$ cat src/rtl/interrupt_source_unit_pkg.sv
// Shared definitions for the interrupt source unit: default line count and
// write-port register select encoding.
package interrupt_source_unit_pkg;

  localparam int unsigned INT_WIDTH = 8;

  typedef enum logic {
    WR_SEL_MASK   = 1'b0,
    WR_SEL_PERIOD = 1'b1
  } wr_sel_e;

endpackage

$ cat src/rtl/interrupt_source_unit_sync_edge.sv
// Vector two-flop synchroniser followed by a rising-edge detector; one
// single-cycle pulse per observed low-to-high transition of each line.
module sync_edge
  import interrupt_source_unit_pkg::*;
#(
  parameter int unsigned WIDTH = INT_WIDTH
) (
  input  logic             clk,
  input  logic             reset,
  input  logic [WIDTH-1:0] async_i,
  output logic [WIDTH-1:0] rise_o
);

  logic [WIDTH-1:0] sync1_q;
  logic [WIDTH-1:0] sync2_q;
  logic [WIDTH-1:0] prev_q;

  always_ff @(posedge clk or posedge reset) begin
    if (reset) begin
      sync1_q <= '0;
      sync2_q <= '0;
      prev_q  <= '0;
    end else begin
      sync1_q <= async_i;
      sync2_q <= sync1_q;
      prev_q  <= sync2_q;
    end
  end

  assign rise_o = sync2_q & ~prev_q;

endmodule

$ cat src/rtl/interrupt_source_unit.sv
// Interrupt front end: synchronised pin edges plus a periodic timer tick,
// masked and registered into single-cycle request pulses on int_e.
module interrupt_source_unit
  import interrupt_source_unit_pkg::*;
#(
  parameter int unsigned WIDTH      = INT_WIDTH,
  parameter int unsigned TIMER_BITS = 16,
  parameter int unsigned TIMER_LINE = 7
) (
  input  logic                  clk,
  input  logic                  reset,
  input  logic [WIDTH-1:0]      irq_pin,
  input  logic                  wr_en,
  input  logic                  wr_sel,
  input  logic [TIMER_BITS-1:0] wr_data,
  output logic [WIDTH-1:0]      int_e,
  output logic [WIDTH-1:0]      mask_q,
  output logic [TIMER_BITS-1:0] timer_cnt
);

  logic [WIDTH-1:0]      edge_vec;
  logic [WIDTH-1:0]      tick_vec;
  logic [WIDTH-1:0]      mask_d;
  logic [WIDTH-1:0]      int_e_q, int_e_d;
  logic [TIMER_BITS-1:0] period_q, period_d;
  logic [TIMER_BITS-1:0] cnt_q, cnt_d;
  logic                  tick;
  logic                  mask_wr;
  logic                  period_wr;
  wr_sel_e               sel;

  sync_edge #(
    .WIDTH (WIDTH)
  ) u_sync_edge (
    .clk     (clk),
    .reset   (reset),
    .async_i (irq_pin),
    .rise_o  (edge_vec)
  );

  assign sel       = wr_sel_e'(wr_sel);
  assign mask_wr   = wr_en && (sel == WR_SEL_MASK);
  assign period_wr = wr_en && (sel == WR_SEL_PERIOD);

  always_comb begin
    mask_d   = mask_q;
    period_d = period_q;
    cnt_d    = cnt_q;
    tick     = 1'b0;
    tick_vec = '0;

    if (mask_wr) begin
      mask_d = wr_data[WIDTH-1:0];
    end

    // A period write reloads the counter and suppresses that cycle's tick.
    if (period_wr) begin
      period_d = wr_data;
      cnt_d    = (wr_data == '0) ? '0 : wr_data - TIMER_BITS'(1);
    end else if (period_q != '0) begin
      if (cnt_q == '0) begin
        tick  = 1'b1;
        cnt_d = period_q - TIMER_BITS'(1);
      end else begin
        cnt_d = cnt_q - TIMER_BITS'(1);
      end
    end else begin
      cnt_d = '0;
    end

    tick_vec[TIMER_LINE] = tick;
    // Masking uses the current mask, so a write takes effect one edge later.
    int_e_d = (edge_vec | tick_vec) & mask_q;
  end

  always_ff @(posedge clk or posedge reset) begin
    if (reset) begin
      mask_q   <= '0;
      period_q <= '0;
      cnt_q    <= '0;
      int_e_q  <= '0;
    end else begin
      mask_q   <= mask_d;
      period_q <= period_d;
      cnt_q    <= cnt_d;
      int_e_q  <= int_e_d;
    end
  end

  assign int_e     = int_e_q;
  assign timer_cnt = cnt_q;

endmodule
$ cat config.mk
export PLATFORM = sky130hd
export DESIGN_NAME = interrupt_source_unit
export DESIGN_NICKNAME = d
export VERILOG_FILES = /design/src/rtl/interrupt_source_unit_pkg.sv /design/src/rtl/interrupt_source_unit_sync_edge.sv /design/src/rtl/interrupt_source_unit.sv
export SDC_FILE = /design/constraint.sdc
export NUM_CORES = 1
export LEC_CHECK = 0
export ABC_CLOCK_PERIOD_IN_PS = 2900
export CAP_MARGIN = 20
export CORE_MARGIN = 2
export CORE_UTILIZATION = 49
export CTS_BUF_LIST = sky130_fd_sc_hd__clkbuf_8
export DETAILED_ROUTE_END_ITERATION = 6
export GPL_TIMING_DRIVEN = 1
export PLACE_DENSITY = 0.87
export SYNTH_ARGS = -nofsm -noshare
export SYNTH_HDL_FRONTEND = slang
export SYNTH_SLANG_ARGS = --single-unit
$ cat constraint.sdc
create_clock -name clk -period 2.9 [get_ports clk]
set_clock_uncertainty 0.05 [all_clocks]
set_input_delay 0.435 -clock clk [delete_from_list [all_inputs] [get_ports clk]]
set_output_delay 0.435 -clock clk [all_outputs]
set_load 0.02 [all_outputs]
Yosys cells after proc, flatten, opt, wreduce, memory -nomap -nowiden. Cells that the tools add are included.

Add/sub/neg operators: 3. $mul: 0. Divide/modulo/power cells: 0. $lt $le $gt $ge: 0. Eq/ne operators: 0. Shift-type cells: 0. Mux-type cells: 7. Bitwise gates (word level): 5. Reduce and logical (&&, ||, !) cells: 5.

Operators by type and width (count): $mux 16 (4); $sub 16x1->16 const B (3); $logic_not 16->1 (2); $and 8x8->8 (2); $reduce_bool 16->1 (1); $not 8->8 (1); $or 8x8->8 (1); $mux 1 (3); $logic_and 1x1->1 (2); $not 1->1 (1).

Bits in registers: 72. Bits in latches: 0. RAM bits: 0. Memory bits (read-only): 0. Bits of input ports: 28. Output and inout port bits: 32. Word-level logic and storage cells: 27. Memories: 0.

Depth between registers and ports, before layout.
Word-level depth: 6. Mapped depth: 12. Mapped depth without buffers: 11.

Hierarchy. Synthesis repeated with hierarchy kept, for this count alone.

Cells, all modules: 308. Area total of the unflattened synthesis: 3520.9 sq um.

By module, submodules not included: interrupt_source_unit (times used 1, cells an instance 275, area each 2806.4 sq um, sequential area each 1201.2 sq um); sync_edge (times used 1, cells an instance 33, area each 714.4 sq um, sequential area each 600.6 sq um).

Worst setup path after synthesis. No wires, ideal clock.

Path kind: reg-to-reg. From: register cnt_q[6] (netlist: timer_cnt[6]). To: register cnt_q[10] (netlist: timer_cnt[10]). Setup time: 0.135 ns. Arrival time: 3.047 ns. Required time: 2.715 ns. Slack: -0.331 ns. Stages on the path, launching flop included: 13. Path buffers: 1. Period minus slack after synthesis: 3.231 ns. Path through: dfrtp_1 > or4_1 > or4_1 > nor2_2 > buf_2 > a21oi_1 > ha_1 > or3b_2 > nor4_1 > nand2b_1 > a211oi_1 > a221oi_1 > o22ai_1.

Word-level cells in the longest chain between the ends: 4. Elaborated cells between the ends (all ways): 5. Those cells by class: add/sub (1); mux (3); reduce/logical (1).

RTL lines: from (decl) (RTL line interrupt_source_unit.sv:26) `logic [TIMER_BITS-1:0] cnt_q, cnt_d;`; from (signal assigned) (RTL line interrupt_source_unit.sv:85) `cnt_q <= cnt_d;`; $sub 16x1->16 or $logic_not 16->1 (tied branches) (RTL line interrupt_source_unit.sv:65, interrupt_source_unit.sv:61); $mux 16 (*) (RTL line interrupt_source_unit.sv:61) `if (cnt_q == '0) begin`; $mux 16 (*) (RTL line interrupt_source_unit.sv:60) `end else if (period_q != '0) begin`; $mux 16 (*) (RTL line interrupt_source_unit.sv:57) `if (period_wr) begin`; named net cnt_d[10] (RTL line interrupt_source_unit.sv:26).

Mark *: on every way through the listed nets, which the timed path passes. The rest lies on a longest branch. A chain may end at the register's enable or synchronous reset.

Worst setup path after layout.
From: register cnt_q[6] (netlist: timer_cnt[6]). To: register cnt_q[4] (netlist: timer_cnt[4]).

Word-level cells in the longest chain between the ends: 4.

RTL lines (RTL line): $logic_not 16->1 (interrupt_source_unit.sv:61); $mux 16 (interrupt_source_unit.sv:61); $mux 16 (interrupt_source_unit.sv:60); $mux 16 (interrupt_source_unit.sv:57); named net cnt_d[4] (interrupt_source_unit.sv:26).

The timed path passes the listed nets, and every way through them passes these cells.

==> flow_metrics.py <==
metrics = {
    "run_status": {
        "status": "finished clean",
    },
    "die": {
        "fp.coreArea_um2": 6386,
        "die_h_um": 85.39,
        "io_pins": 60,
        "start_util_pct": 50.82,
        "fp-row-count": 29,
        "die_area_um2": 7291,
        "die_x_um": 85.39,
    },
    "worst_setup_path": {
        "critPathKind": "reg2reg",
        "start_kind": "flop",
        "cp_slowest_cell": "or4_4",
        "worstRegToRegCells": 10,
        "path_depth": 10,
        "worstPathArrival_ps": 3020,
        "cp.buffers_inverters": 1,
        "worstReg2RegEnd": "timer_cnt[4]",
        "crit_path_cell_trace": "or4_4 -> or4_4 -> nor2_4 -> a21oi_2 -> ha_2 -> or3b_4 -> buf_4 -> a211oi_1 -> a211oi_1 -> o22ai_1",
        "r2r_setup_slack_ps": 50,
        "crit_family": "simple AND/OR/NAND/NOR gates",
        "r2r_start": "timer_cnt[6]",
        "crit_path_end_kind": "flop",
        "cp_max_fo": 3,
        "slowest_delay_ps": 520,
        "cp.required_ps": 3060,
        "crit_path_start": "timer_cnt[6]",
    },
    "clock_tree": {
        "cts_buffers": 9,
        "cts_tree": "done",
        "clock_path_buffers": 2,
        "clk_pin_slew_ps": 80,
        "cts_hold_buf": 0,
        "cts_root_buf": "clkbuf_8",
        "clk_latency_ps": 350,
        "htreeDepth": 3,
        "cts_sinks": 72,
    },
    "sta": {
        "finalHoldViolCount": 0,
        "slew_headroom_pct": 63.91,
        "holdWs_ps": 302.9,
        "worst_pin_slew_ps": 536.5,
        "fin_crit_sh_pct": 98.41,
        "clock.fmax_ghz": 0.3504,
        "setup_viol": 0,
        "drv_slew": 0,
        "period_minus_slack_ps": 2854,
    },
    "placement": {
        "detailed_place_hpwl_um": 6380,
        "gp_congestion": 0.9743,
        "portBuffers": 59,
    },
    "drt": {
        "drtIter0Drc": 301,
        "drc_errors": 0,
        "drtAntennaViolNets": 0,
        "drt_pre_antenna_iters": 5,
        "wl_per_cell_um": 18.85,
        "vias": 2813,
        "vias_per_cell": 6.049,
        "routed_wl_um": 8765,
    },
    "yosys": {
        "synth_top_area_share_pct": 55.51,
        "synthCells": 284,
        "syn_area_um2": 3246,
        "synth_edf_count": 0,
        "yosysTopAreaCell": "dfrtp_1",
        "ys_ff_latch": 72,
        "ys.warnings.count": 0,
        "synth.net_count": 314,
        "synth_ff_type": "dfrtp_1",
        "synth_area_leaders": "dfrtp_1 56%, mux2_2 7.6%, xor2_1 3.5%",
        "ys_async_sr_fraction_pct": 100.0,
        "ys_types": 43,
        "avgSynthCellArea_um2": 11.43,
        "seq_area_frac_synth_pct": 55.51,
    },
    "grt": {
        "grt_pass1_wl_um": 13900,
        "grt_usage_pct": 24.98,
        "grt_antenna_before_repair": 0,
        "grt_pass1_vias": 2727,
        "grt_max_degree": 46,
        "grt_overflow_total": 0,
    },
    "worst_hold_path": {
        "hp-class": "reg2reg",
        "hp-start": "u_sync_edge.sync1_q[5]",
        "holdPathStages": 0,
        "holdPathEnd": "u_sync_edge.sync2_q[5]",
    },
    "pwr": {
        "p_total_w": 0.003031,
        "p_leak_nw": 1.830,
        "pwr_density_cell_nw_per_um2": 680.6,
        "vdd_drop_max_mv": 0.5254,
    },
    "layout": {
        "area_growth_pct": 37.20,
        "drive_gt1_share_pct": 26.80,
        "fillers": 424,
        "diodes": 0,
        "nets": 413,
    },
    "job": {
        "maxCapViolations": 0,
    },
}
-- layout make-up --
class / count / area [um^2] / share of cell area (%)
flip-flops and latches: 72 / 1807 / 40.57
multi-input cells: 196 / 1439 / 32.31
repair buffers: 99 / 890.9 / 20.01
clock buffers: 9 / 123.9 / 2.782
well taps: 77 / 96.34 / 2.164
clock inverters: 7 / 77.57 / 1.742
inverters: 5 / 18.77 / 0.4215
-- metrics by stage --
| step | setup WS, ps | cells | TNS (ps) | utilization [%] | area [um^2] |
|---|---|---|---|---|---|
| 6_report | 46.15 | 465 | 0 | 69.73 | 4453 |
| 5_1_grt | -9.327 | 465 | -9.327 | 69.73 | 4453 |
| 4_1_cts | 15.57 | 464 | 0 | 69.12 | 4414 |
| 3_5_place_dp | 6.808 | 448 | 0 | 65.97 | 4213 |
| 3_3_place_gp | 45.20 | 448 | 0 | 65.97 | 4213 |
| 2_1_floorplan | -66.78 | 284 | -107.9 | - | 3287 |
-- metal layers --
metal / global-route usage, % / up-vias / part of all wire [%]
met5: 0 / - / 0
met4: 10.97 / 0 / 2.8
met3: 5.934 / 26 / 7.4
met2: 38.85 / 158 / 49
met1: 33.61 / 1371 / 41
li1: - / 1258 / -
-- cells in the mapped netlist (2+ instances only) --
cell	count
dfrtp_1	72
mux2_2	22
a21oi_1	16
nor2_1	16
nor3_1	13
o22ai_1	13
xor2_1	13
nor4_1	11
nand2_1	10
o21ai_0	9
or3_1	9
clkbuf_1	7
or4_1	7
a211oi_1	5
and3b_1	5
inv_1	5
o31ai_1	5
xnor2_1	5
buf_2	4
nand2b_1	3
or2_2	3
a21o_1	2
a221oi_1	2
ha_1	2
nand3_1	2
nand3b_1	2
nor2b_1	2
o21a_1	2
o31ai_2	2
or3b_2	2
-- sequential cells by signal, summed over array words and instances, names as in the netlist --
| signal | flops |
|---|---|
| u_sync_edge.sync1_q | 8 |
| timer_cnt | 16 |
| u_sync_edge.sync2_q | 8 |
| mask_q | 8 |
| int_e | 8 |
| u_sync_edge.prev_q | 8 |
| period_q | 16 |
-- power by group --
| group | switching [W] | internal, W |
|---|---|---|
| Combinational | 0.000510 | 0.000474 |
| Sequential | 0.000117 | 0.00114 |
| Clock | 0.000385 | 0.000404 |
| Total | 0.00101 | 0.00202 |
-- logic make-up (layout without fill, tap and decap cells) --
family          Yosys count  after routing  share of synthesized area [%]
fa+ha+maj                 2              2                         0.7709
xor+xnor                 18             18                          4.857
simple gates             89             89                          15.69
buf+inv                  16            120                          2.005
mux                      23             23                          7.941
compound gates           64             64                          13.22
flops                    72             72                          55.51
-- repair_timing --
action,4_1_cts,5_1_grt
resized for setup,0,7
buffers inserted,0,1
endpoints found under the setup margin,0,4
-- how the worst max path moves through the flow --
stage,endpoint,slack [ps]
after global placement,timer_cnt[3],50
after detailed placement,timer_cnt[3],7
final,timer_cnt[4],50
after global routing,timer_cnt[6],-9
after CTS,timer_cnt[8],20
after floorplan,timer_cnt[10],-70
-- layout by cell type, fill, tap and decap left out, types with 9 or more instances in the layout --
master            n
a21oi_1          14
buf_4            40
clkbuf_8          9
clkdlybuf4s50_1  59
dfrtp_1          68
mux2_2           22
nand2_1          10
nor2_1           16
nor3_1           13
nor4_1           10
o22ai_1          13
xor2_1           13
(Power assumes the default switching activity.)
